### config.mk
export PLATFORM = sky130hd
export DESIGN_NAME = video_pattern_gen
export DESIGN_NICKNAME = d
export VERILOG_FILES = /design/src/rtl/video_pattern_gen.sv
export SDC_FILE = /design/constraint.sdc
export NUM_CORES = 1
export LEC_CHECK = 0
export CORE_MARGIN = 2
export CORE_UTILIZATION = 39
export CTS_CLUSTER_DIAMETER = 50
export CTS_CLUSTER_SIZE = 24
export DETAILED_ROUTE_END_ITERATION = 6
export PLACE_DENSITY_LB_ADDON = 0.15
export SLEW_MARGIN = 0
export SYNTH_ARGS = -nofsm -noshare
export SYNTH_HDL_FRONTEND = slang
export SYNTH_SLANG_ARGS = --single-unit
### constraint.sdc
create_clock -name clk_i -period 6.1 [get_ports clk_i]
set_input_delay 1.22 -clock clk_i [delete_from_list [all_inputs] [get_ports clk_i]]
set_output_delay 1.22 -clock clk_i [all_outputs]
set_load 0.02 [all_outputs]
### src/rtl/video_pattern_gen.sv
// Raster timing generator and test-pattern source with a valid/ready beat stream.
// One beat per raster position (blanking included); sync, DE and SOF flags ride in tuser.
module video_pattern_gen #(
    parameter int H_ACTIVE   = 1280,
    parameter int H_FP       = 110,
    parameter int H_SYNC     = 40,
    parameter int H_BP       = 220,
    parameter int V_ACTIVE   = 720,
    parameter int V_FP       = 5,
    parameter int V_SYNC     = 5,
    parameter int V_BP       = 20,
    parameter int BPC        = 8,
    parameter bit HSYNC_POL  = 1'b1,
    parameter bit VSYNC_POL  = 1'b1,
    parameter int CHECK_LOG2 = 5
) (
    input  logic             clk_i,
    input  logic             rst_i,
    input  logic             en_i,
    input  logic [1:0]       mode_i,
    input  logic [3*BPC-1:0] solid_i,
    output logic             tvalid_o,
    input  logic             tready_i,
    output logic [3*BPC-1:0] tdata_o,
    output logic [3:0]       tuser_o,
    output logic [15:0]      frame_cnt_o
);

    function automatic int max_f(input int a, input int b);
        return (a > b) ? a : b;
    endfunction

    localparam int H_TOTAL = H_ACTIVE + H_FP + H_SYNC + H_BP;
    localparam int V_TOTAL = V_ACTIVE + V_FP + V_SYNC + V_BP;
    // Counters are widened so the ramp and checkerboard bit selects always exist.
    localparam int HW    = max_f(max_f($clog2(H_TOTAL), CHECK_LOG2 + 1), BPC);
    localparam int VW    = max_f($clog2(V_TOTAL), CHECK_LOG2 + 1);
    localparam int BAR_W = H_ACTIVE / 8;
    localparam int BW    = max_f($clog2(BAR_W), 1);

    localparam logic [HW-1:0] H_LAST   = HW'(H_TOTAL - 1);
    localparam logic [HW-1:0] H_ACT    = HW'(H_ACTIVE);
    localparam logic [HW-1:0] HS_START = HW'(H_ACTIVE + H_FP);
    localparam logic [HW-1:0] HS_END   = HW'(H_ACTIVE + H_FP + H_SYNC);
    localparam logic [VW-1:0] V_LAST   = VW'(V_TOTAL - 1);
    localparam logic [VW-1:0] V_ACT    = VW'(V_ACTIVE);
    localparam logic [VW-1:0] VS_START = VW'(V_ACTIVE + V_FP);
    localparam logic [VW-1:0] VS_END   = VW'(V_ACTIVE + V_FP + V_SYNC);
    localparam logic [BW-1:0] BAR_LAST = BW'(BAR_W - 1);

    typedef enum logic [0:0] {
        ST_IDLE = 1'b0,
        ST_RUN  = 1'b1
    } state_e;

    function automatic logic [3*BPC-1:0] pixel_f(
        input logic [HW-1:0]    h,
        input logic [VW-1:0]    v,
        input logic [1:0]       mode,
        input logic [3*BPC-1:0] solid,
        input logic [2:0]       bar
    );
        logic [BPC-1:0]   m;
        logic [BPC-1:0]   z;
        logic [3*BPC-1:0] px;
        m  = {BPC{1'b1}};
        z  = {BPC{1'b0}};
        px = {3*BPC{1'b0}};
        if ((h < H_ACT) && (v < V_ACT)) begin
            case (mode)
                2'd0: begin
                    case (bar)
                        3'd0:    px = {m, m, m};
                        3'd1:    px = {m, m, z};
                        3'd2:    px = {z, m, m};
                        3'd3:    px = {z, m, z};
                        3'd4:    px = {m, z, m};
                        3'd5:    px = {m, z, z};
                        3'd6:    px = {z, z, m};
                        default: px = {z, z, z};
                    endcase
                end
                2'd1:    px = {3{h[BPC-1:0]}};
                2'd2:    px = (h[CHECK_LOG2] ^ v[CHECK_LOG2]) ? {m, m, m} : {z, z, z};
                default: px = solid;
            endcase
        end else begin
            px = {3*BPC{1'b0}};
        end
        return px;
    endfunction

    function automatic logic [3:0] flags_f(input logic [HW-1:0] h, input logic [VW-1:0] v);
        logic [3:0] f;
        f[0] = (h == {HW{1'b0}}) && (v == {VW{1'b0}});
        f[1] = ((h >= HS_START) && (h < HS_END)) ? HSYNC_POL : ~HSYNC_POL;
        f[2] = ((v >= VS_START) && (v < VS_END)) ? VSYNC_POL : ~VSYNC_POL;
        f[3] = (h < H_ACT) && (v < V_ACT);
        return f;
    endfunction

    state_e           state_q, state_d;
    logic             tvalid_q, tvalid_d;
    logic [3*BPC-1:0] tdata_q, tdata_d;
    logic [3:0]       tuser_q, tuser_d;
    logic [15:0]      frame_cnt_q, frame_cnt_d;
    logic [HW-1:0]    h_q, h_d;
    logic [VW-1:0]    v_q, v_d;
    logic [BW-1:0]    bar_cnt_q, bar_cnt_d;
    logic [2:0]       bar_idx_q, bar_idx_d;
    logic [1:0]       mode_q, mode_d;
    logic [3*BPC-1:0] solid_q, solid_d;
    logic             start_s, adv_s, stop_s;

    // Next-state, raster advance and registered beat generation.
    always_comb begin
        state_d     = state_q;
        tvalid_d    = tvalid_q;
        tdata_d     = tdata_q;
        tuser_d     = tuser_q;
        frame_cnt_d = frame_cnt_q;
        h_d         = h_q;
        v_d         = v_q;
        bar_cnt_d   = bar_cnt_q;
        bar_idx_d   = bar_idx_q;
        mode_d      = mode_q;
        solid_d     = solid_q;
        start_s     = 1'b0;
        adv_s       = 1'b0;
        stop_s      = 1'b0;

        case (state_q)
            ST_IDLE: begin
                start_s = en_i;
            end
            ST_RUN: begin
                if (tvalid_q && tready_i) begin
                    if ((h_q == H_LAST) && (v_q == V_LAST)) begin
                        frame_cnt_d = frame_cnt_q + 16'd1;
                        start_s     = en_i;
                        stop_s      = ~en_i;
                    end else begin
                        adv_s = 1'b1;
                    end
                end else begin
                    adv_s = 1'b0;
                end
            end
            default: begin
                state_d = ST_IDLE;
            end
        endcase

        if (start_s) begin
            state_d   = ST_RUN;
            tvalid_d  = 1'b1;
            h_d       = {HW{1'b0}};
            v_d       = {VW{1'b0}};
            bar_cnt_d = {BW{1'b0}};
            bar_idx_d = 3'd0;
            mode_d    = mode_i;
            solid_d   = solid_i;
        end else if (adv_s) begin
            if (h_q == H_LAST) begin
                h_d       = {HW{1'b0}};
                v_d       = v_q + VW'(1);
                bar_cnt_d = {BW{1'b0}};
                bar_idx_d = 3'd0;
            end else begin
                h_d = h_q + HW'(1);
                if (bar_cnt_q == BAR_LAST) begin
                    bar_cnt_d = {BW{1'b0}};
                    bar_idx_d = bar_idx_q + 3'd1;
                end else begin
                    bar_cnt_d = bar_cnt_q + BW'(1);
                end
            end
        end else if (stop_s) begin
            state_d  = ST_IDLE;
            tvalid_d = 1'b0;
            tdata_d  = {3*BPC{1'b0}};
            tuser_d  = 4'd0;
            h_d      = {HW{1'b0}};
            v_d      = {VW{1'b0}};
        end else begin
            state_d = state_d;
        end

        if (start_s || adv_s) begin
            tdata_d = pixel_f(h_d, v_d, mode_d, solid_d, bar_idx_d);
            tuser_d = flags_f(h_d, v_d);
        end else begin
            tuser_d = tuser_d;
        end
    end

    // State and output registers with synchronous reset.
    always_ff @(posedge clk_i) begin
        if (rst_i) begin
            state_q     <= ST_IDLE;
            tvalid_q    <= 1'b0;
            tdata_q     <= {3*BPC{1'b0}};
            tuser_q     <= 4'd0;
            frame_cnt_q <= 16'd0;
            h_q         <= {HW{1'b0}};
            v_q         <= {VW{1'b0}};
            bar_cnt_q   <= {BW{1'b0}};
            bar_idx_q   <= 3'd0;
            mode_q      <= 2'd0;
            solid_q     <= {3*BPC{1'b0}};
        end else begin
            state_q     <= state_d;
            tvalid_q    <= tvalid_d;
            tdata_q     <= tdata_d;
            tuser_q     <= tuser_d;
            frame_cnt_q <= frame_cnt_d;
            h_q         <= h_d;
            v_q         <= v_d;
            bar_cnt_q   <= bar_cnt_d;
            bar_idx_q   <= bar_idx_d;
            mode_q      <= mode_d;
            solid_q     <= solid_d;
        end
    end

    assign tvalid_o    = tvalid_q;
    assign tdata_o     = tdata_q;
    assign tuser_o     = tuser_q;
    assign frame_cnt_o = frame_cnt_q;

endmodule

# Word level (Yosys, flattened, before mapping)
# Cells that the tools add are included.
# totals
mem_count	0
romBits	0
output_inout_bits	45
in_bits	30
reg_bits	103
latchBits	0
ram_bits	0
elab_cells	97
# classes
div	0
muxes	42
n_lt_le_gt_ge	6
shifts	0
addsub	5
bitwise	3
eq_ne	14
n_reduce_logical	17
mul	0
# ops
op	n
$mux 24	7
$pmux 24 s7	1
$pmux 24 s3	1
$mux 11	4
$mux 10	4
$lt 11x11->1 const B	2
$lt 10x10->1 const B	2
$add 16x1->16 const B	1
$mux 4	4
$mux 8	2
$mux 1	13
$mux 3	4
$add 11x1->11 const B	1
$eq 11x11->1 const B	1
$ge 11x11->1 const B	1
$logic_not 11->1	1
$add 10x1->10 const B	1
$eq 10x10->1 const B	1
$ge 10x10->1 const B	1
$logic_not 10->1	1
$eq 3x3->1 const B	3
$add 8x1->8 const B	1
$eq 8x8->1 const B	1
$eq 3x2->1 const B	2
other kinds (18)	27

# Longest topological paths before layout
# Gate-level depths: netlist of run 1.
# logic_depth
ltp_word	13
ltp_mapped	12
mapped_depth_nobuf	9

# Worst setup path after synthesis of run 1
# Ideal clock, no wire load.
# synth_path
kind	input to register
from	input tready_i
to	register tdata_q[7], in the netlist tdata_o[7]
path_buffers	3
arrival_ns	3.594
setup_ns	0.117
required_ns	5.983
path_stages	10
slack_ns	2.388
path_cell_list	clkbuf_1 -> nand4_1 -> or4_4 -> buf_6 -> or3_1 -> a31o_2 -> xnor2_2 -> buf_4 -> a211o_1 -> a32o_1
# synth_via
elab_chain_len	11
word_cells_on_any_way	41
classes_between	order compare (2); eq/ne (10); mux (21); bitwise (1); reduce/logical (7)
# synth_rtl
element	line_no	source
start, declared	23	input logic tready_i,
$logic_and 1x1->1 *	137	if (tvalid_q && tready_i) begin
branches (longest 10 deep; another with $lt 11x11->1)	--	
end signal, assigned	202	tdata_q <= {3*BPC{1'b0}};
end signal, assigned	214	tdata_q <= tdata_d;
end, declared	104	logic [3*BPC-1:0] tdata_q, tdata_d;
# Every way passes the cells marked *.
# A chain may end at the register's enable or synchronous reset.

# Worst setup path in the final report of run 1
# layout_path
from	input tready_i
to	register tdata_q[2], in the netlist tdata_o[2]
# The elaborated chain is that of the path after synthesis.

==> results of run 1 <==
metrics by stage:
step | area, µm² | total power, mW | utilization | std cells | worst slack, ns
2_1_floorplan | 5532 | 0.8648 | - | 685 | 2.388
3_3_place_gp | 6356 | 0.9529 | 0.4579 | 903 | 1.823
3_5_place_dp | 6356 | 0.9574 | 0.4579 | 903 | 1.716
4_1_cts | 6639 | 1.518 | 0.4783 | 919 | 2.081
5_1_grt | 6639 | 1.570 | 0.4783 | 919 | 1.854
6_report | 6639 | 1.501 | 0.4783 | 919 | 2.052
cell usage in the layout, fill, tap and decap left out, types with 10 or more instances in the layout:
master                            count
sky130_fd_sc_hd__o21ai_0             29
sky130_fd_sc_hd__nor3_1              23
sky130_fd_sc_hd__a32o_1              16
sky130_fd_sc_hd__mux2i_1             20
sky130_fd_sc_hd__a21oi_1             36
sky130_fd_sc_hd__clkdlybuf4s50_1     73
sky130_fd_sc_hd__xor2_1              10
sky130_fd_sc_hd__nand4_1             16
sky130_fd_sc_hd__nand3_1             28
sky130_fd_sc_hd__dfxtp_1            103
sky130_fd_sc_hd__and3_1              15
sky130_fd_sc_hd__nor2_1              73
sky130_fd_sc_hd__nand2_1             99
registers in the layout, indices dropped and copies added (netlist names), 2 cells and up:
| register | cells |
|---|---|
| bar_cnt_q | 8 |
| bar_idx_q | 3 |
| frame_cnt_o | 16 |
| h_q | 11 |
| mode_q | 2 |
| solid_q | 24 |
| tdata_o | 24 |
| tuser_o | 4 |
| v_q | 10 |
power groups by stage:
stage               Combinational (mW)  Sequential, mW  Clock [mW]
floorplan                        0.113           0.752           0
global placement                 0.217           0.736           0
detailed placement               0.221           0.736           0
CTS                              0.222           0.721       0.575
global route                     0.241           0.724       0.605
finish                           0.221           0.721       0.559
worst min-delay path: stages (launching register included):
cell and delay (ns):
sky130_fd_sc_hd__dfxtp_1 0.31, sky130_fd_sc_hd__nand2_1 0.05, sky130_fd_sc_hd__a21oi_1 0.05
cell type report:
cell class / count / area [µm²] / share of cell area
well taps: 180 / 225.2 / 0.03392
clock buffers: 11 / 242.7 / 0.03656
clock inverters: 5 / 40.04 / 0.006031
repair buffers: 83 / 803.3 / 0.1210
flip-flops and latches: 103 / 2062 / 0.3106
multi-input cells: 528 / 3232 / 0.4868
inverters: 9 / 33.78 / 0.005089
cells by family (layout without fill, tap and decap cells):
logic type | Yosys count | count (layout)
flip-flops | 103 | 103
AND/OR/NAND/NOR | 309 | 309
multiplexers | 25 | 25
buffers and inverters | 54 | 108
XOR/XNOR | 17 | 17
adder cells (fa/ha/maj) | 7 | 7
AO/OA/AOI/OAI | 170 | 170
worst max path at each step:
stage,startpoint,endpoint,depth (start not counted)
3_3_place_gp,tready_i,tdata_o[2],8
4_1_cts,tready_i,tdata_o[2],8
5_1_grt,tready_i,tdata_o[2],8
2_1_floorplan,tready_i,tdata_o[7],10
3_5_place_dp,tready_i,tdata_o[14],8
6_report,tready_i,tdata_o[2],8
layer usage:
layer / track usage / share of wire
met1: 0.2876 / 0.47
met2: 0.3398 / 0.47
met3: 0.04935 / 0.049
met4: 0.06037 / 0.016
met5: 0 / 0
==> run metrics, run 1 <==
# rows 43; top post-synthesis cells by count sky130_fd_sc_hd__dfxtp_1 (103), sky130_fd_sc_hd__nand2_1 (99), sky130_fd_sc_hd__nor2_1 (73); share of the cycle needed by the critical path after routing 0.6636; Hold Crit Class register to register; Yosys cell types 73; delay of the slowest critical-path stage 0.60 ns; Compound-Gate Fraction of Synth Area 0.2205; proportion of power drawn by flip-flops and latches 0.480; FILL cells 1413; R2R cell count 8; overall fraction of global-route tracks in use 0.2128; Crit Path Max Fanout 16; hold-fix buffer count after cts 0; maximum number of pins on one net before global-route repair 65; slew margin rel. 0.2864; worst hold margin 0.4510 ns; cell breakdown of the critical path clkdlybuf4s50_1, nand4_1, or4_4, or3_1, a31o_2, xnor2_2, a221oi_1, o31ai_1; number of remaining DRC errors 0; maximum clock frequency 247.0 MHz; core region area 0.01388 mm²; max-slew violations 0; Iter 0 DRT Violations 391; Async SR Flop Fraction 0; setup repair bufs after CTS 0; shortest period the worst path allows 4.048 ns; final-report hold violation count 0; post-synthesis adder-cell area fraction 0.01583; leak pwr 2.322 nW; number of I/O port buffers 74; worst-skew pair later-pin latency 0.35 ns; sort of element at the end of the critical path register; flip-flop and latch count after synthesis 103; setup-violating endpoint count in the final report 0; largest cells by area after synthesis sky130_fd_sc_hd__dfxtp_1 (37%), sky130_fd_sc_hd__nand2_1 (6.7%), sky130_fd_sc_hd__nor2_1 (5.0%), sky130_fd_sc_hd__mux2i_1 (3.6%), sky130_fd_sc_hd__a21oi_1 (3.3%); flip-flop cell with the highest count after synthesis sky130_fd_sc_hd__dfxtp_1; dominant combinational cell family by area after synthesis simple AND/OR/NAND/NOR gates; DPL Wire Length 11290 µm; CTS tree done; Crit Path Category input pin to register; global-route wire length before repair 25320 µm; Ys Warns 0; Die Span X 123.1 µm; Max Clock Skew 0.005756 ns; worst supply voltage drop on vdd 0.1320 mV; Max Root-Sink Buffers 2; xor and xnor area share after synthesis 0.02827; die area 0.01515 mm²; global placement routability congestion 0.8634; sequential area share after synthesis 0.3728; switching power of the nets 0.4119 mW; combinational cell fraction of total power 0.147; multiplexer area fraction after synthesis 0.04637; most frequent cell after synthesis sky130_fd_sc_hd__dfxtp_1; WL final 15550 µm; Mapped Avg Cell Area 8.075 µm²; residual antenna-violating net count after detailed routing 0; share of Yosys cell area claimed by the top area cell type 0.3728; power per cell area 226.1 mW/mm²; number of flops mapped to enable cells by yosys 0; RSZ-0062 raised after global routing no; TNS Setup 0 ns; max_cap viols 0; library cell used as clock root buffer sky130_fd_sc_hd__clkbuf_16; Worst Hold End solid_q[9]; combined buffer and inverter count along the critical path 1; Starting Density 0.3985; # nets final 771; clock input transition at the sequential cells of the worst setup and hold paths 0.07 ns; endpoint of the most critical register-to-register path tdata_o[19]; initial antenna violation count 0; Resized Gates After CTS 0; aggregate global routing overflow 0; mapped cell area 0.005532 mm²; launch point of the worst reg-to-reg path h_q[9]; cell type contributing the most total cell area after synthesis sky130_fd_sc_hd__dfxtp_1; data required time at the worst endpoint 6.36 ns; Internal Power 1.089 mW; drt first pass iters 7; antenna cells 0; Net Count, Synth 722; share of cells above drive strength 1 0.07578; min-delay src solid_q[9]; I/O Pins 75; worst setup slack for register-to-register paths 2.42 ns; highest-delay cell along the critical path sky130_fd_sc_hd__clkdlybuf4s50_1; P&R area growth vs syn 20.02%; via count of the first global-routing pass 5015; Routed wire per std cell 16.92 µm; switching portion of total power 0.2743; status completed; synthesized instance count 685; number of buffers created by CTS 9; arrival time at the worst endpoint 4.31 ns; kind of cell adding the most delay to the critical path simple AND/OR/NAND/NOR gates; Clock Sinks 103; startpoint class of the critical path input pin; Max H-tree Level 3; Vias/cell 5.783; actual slew at the worst max-slew pin 1.059 ns; simple logic cell fraction of the synthesized area 0.2732; clock share of power 0.372; cell depth of the worst hold path 2; Die Height 123.1 µm; via count 5315
(Power assumes the default switching activity.)
==> run 2, diff against run 1 <==
clock period = 3.9 ns   (was 6.1 ns; I/O delays follow)
==> run 2 against run 1 <==
Effect of this change: core utilization increased by 0.95 points; die area unchanged; clock power increased by 68%; setup slack got worse by 1.7 ns; wire length increased by 3.2%; via count increased by 3.3%; cell area increased by 2.0%; register-to-register slack got worse by 2.1 ns; final cell count increased by 1.5%; flip-flop and latch count unchanged; combinational power increased by 62%.
==> run metrics, run 2 (synthesis gave the netlist of run 1 again) <==
placed inst area 0.006476 mm² (+1.9%); status completed; number of cells in the finished layout apart from fillers 933 (+1.5%); highest-delay cell along the critical path sky130_fd_sc_hd__or4_2; core region area 0.01388 mm² (unchanged); cell depth of the worst hold path 2 (unchanged); Iter 0 DRT Violations 363 (-7.2%); overall fraction of global-route tracks in use 0.2165 (+0.003662); initial antenna violation count 0 (unchanged); shortest period the worst path allows 3.577 ns; Clock Sinks 103 (unchanged); Vias/cell 5.882 (+1.7%); Hold Crit Class register to register; drt first pass iters 5 (-2); worst-skew pair later-pin latency 0.36 ns (about the same); arrival time at the worst endpoint 3.84 ns (-0.47 ns); setup repair bufs after CTS 0 (unchanged); total power of the final layout 2.423 mW (+61%); Resized Gates After CTS 0 (unchanged); leak pwr 2.408 nW (+3.7%); RSZ-0062 raised after global routing no; die area 0.01515 mm² (unchanged); worst slack, placed 0.1923 ns (-1.523 ns); Starting Density 0.3985 (unchanged); via count of the first global-routing pass 5153 (+2.8%); most common cell after layout, fill and taps aside sky130_fd_sc_hd__dfxtp_1; # nets final 787 (+2.1%); delay of the slowest critical-path stage 0.77 ns (+0.17 ns); CTS tree done; maximum clock frequency 279.6 MHz; share of the cycle needed by the critical path after routing 0.9172; slew margin rel. 0.2871 (+0.0007460); WL final 16040 µm (+3.2%); power per cell area 357.9 mW/mm² (+58%); library cell used as clock root buffer sky130_fd_sc_hd__clkbuf_16; Routed wire per std cell 17.20 µm (+1.6%); Crit Path Category register to register; max-slew violations 0 (unchanged); Die Span X 123.1 µm (unchanged); Die Height 123.1 µm (unchanged); actual slew at the worst max-slew pin 1.058 ns (-0.001107 ns); number of remaining DRC errors 0 (unchanged); TNS Setup 0 ns (unchanged); via count 5488 (+3.3%); antenna cells 0 (unchanged); I/O Pins 75 (unchanged); clock input transition at the sequential cells of the worst setup and hold paths 0.07 ns (about the same); number of buffers created by CTS 9 (unchanged); sort of element at the end of the critical path register; kind of cell adding the most delay to the critical path simple AND/OR/NAND/NOR gates; Final WS setup 0.3228 ns (-1.729 ns); Crit Path Max Fanout 25 (+9); global placement routability congestion 0.9016 (+4.4%); cell count along the critical path 8 (unchanged); aggregate global routing overflow 0 (unchanged); data required time at the worst endpoint 4.16 ns (-2.20 ns); hold-fix buffer count after cts 0 (unchanged); worst supply voltage drop on vdd 0.2142 mV (+62%); maximum number of pins on one net before global-route repair 65 (unchanged); Layout Cell Area excl Fill 0.006770 mm² (+2.0%); DPL Wire Length 11490 µm (+1.7%); final-report hold violation count 0 (unchanged); Max H-tree Level 3 (unchanged); # rows 43 (unchanged); P&R area growth vs syn 22.39%; startpoint class of the critical path register; setup-violating endpoint count in the final report 0 (unchanged); Max Root-Sink Buffers 2 (unchanged); cell count after placement 919 (+1.8%); share of cells above drive strength 1 0.09429 (+0.01851); residual antenna-violating net count after detailed routing 0 (unchanged); number of I/O port buffers 74 (unchanged); max_cap viols 0 (unchanged); R2R cell count 8 (unchanged); most frequent cells in the layout sky130_fd_sc_hd__dfxtp_1 (103), sky130_fd_sc_hd__nand2_1 (99), sky130_fd_sc_hd__nor2_1 (73), sky130_fd_sc_hd__clkdlybuf4s50_1 (73), sky130_fd_sc_hd__a21oi_1 (36); combined buffer and inverter count along the critical path 1 (unchanged); cell breakdown of the critical path or4b_4, or4_2, o21ai_2, buf_4, nor3b_1, a31o_2, a221o_1, a32o_1; global-route wire length before repair 25940 µm (+2.5%); Max Clock Skew 0.01025 ns (+0.004495 ns)
==> run 2: changes by cell type in the layout (fill, tap and decap cells not counted), sizes merged <==
| cell | change |
|---|---|
| buf | +16 |
| bufinv | +1 |
| clkbuf | -1 |
| clkinv | -1 |
| clkinvlp | -1 |
==> run 2: layer usage <==
metal  routed length (µm)  track usage  vias up
li1                     -            -     2645
met1                 7605       0.2943     2649
met2                 7336       0.3415      171
met3                  865      0.05028       23
met4                  235      0.06605        0
met5                    0            0        -
==> run 2: final cells by class <==
cell class,instances,area (µm²)
Tap cell,180,225.2
Sequential cell,103,2062
Multi-Input combinational cell,528,3232
Fill cell,1396,7111
Clock inverter,4,55.05
Clock buffer,10,239.0
Inverter,9,33.78
Timing Repair Buffer,99,923.4
==> run 2: final timing paths <==
path | from | endpoint | slack [ns]
min reg2reg | solid_q[9] | solid_q[9] | 0.45
max | h_q[8] | tdata_o[1] | 0.32
max reg2reg | h_q[8] | tdata_o[1] | 0.32
min | solid_q[9] | solid_q[9] | 0.45
==> run 2: stage by stage <==
stage | hold slack (ns) | util
after floorplan | 0.4292 | -
after global placement | 0.4379 | 0.4666
after detailed placement | 0.4460 | 0.4666
after CTS | 0.4556 | 0.4877
after global routing | 0.4775 | 0.4877
final | 0.4523 | 0.4877
==> run 2: power by group <==
| part | leakage [nW] | internal [mW] | switching, mW | total, mW |
|---|---|---|---|---|
| combinational | 1.43 | 0.157 | 0.199 | 0.357 |
| clock | 0.141 | 0.514 | 0.424 | 0.938 |
| sequential | 0.840 | 1.10 | 0.0315 | 1.13 |
| total | 2.41 | 1.77 | 0.655 | 2.42 |
==> run 2: worst register-to-register path, cell delays in order (launching register included) <==
cell and delay (ns):
sky130_fd_sc_hd__dfxtp_1 0.40, sky130_fd_sc_hd__or4b_4 0.61, sky130_fd_sc_hd__or4_2 0.77, sky130_fd_sc_hd__o21ai_2 0.31
sky130_fd_sc_hd__buf_4 0.32, sky130_fd_sc_hd__nor3b_1 0.14, sky130_fd_sc_hd__a31o_2 0.34, sky130_fd_sc_hd__a221o_1 0.35
sky130_fd_sc_hd__a32o_1 0.25
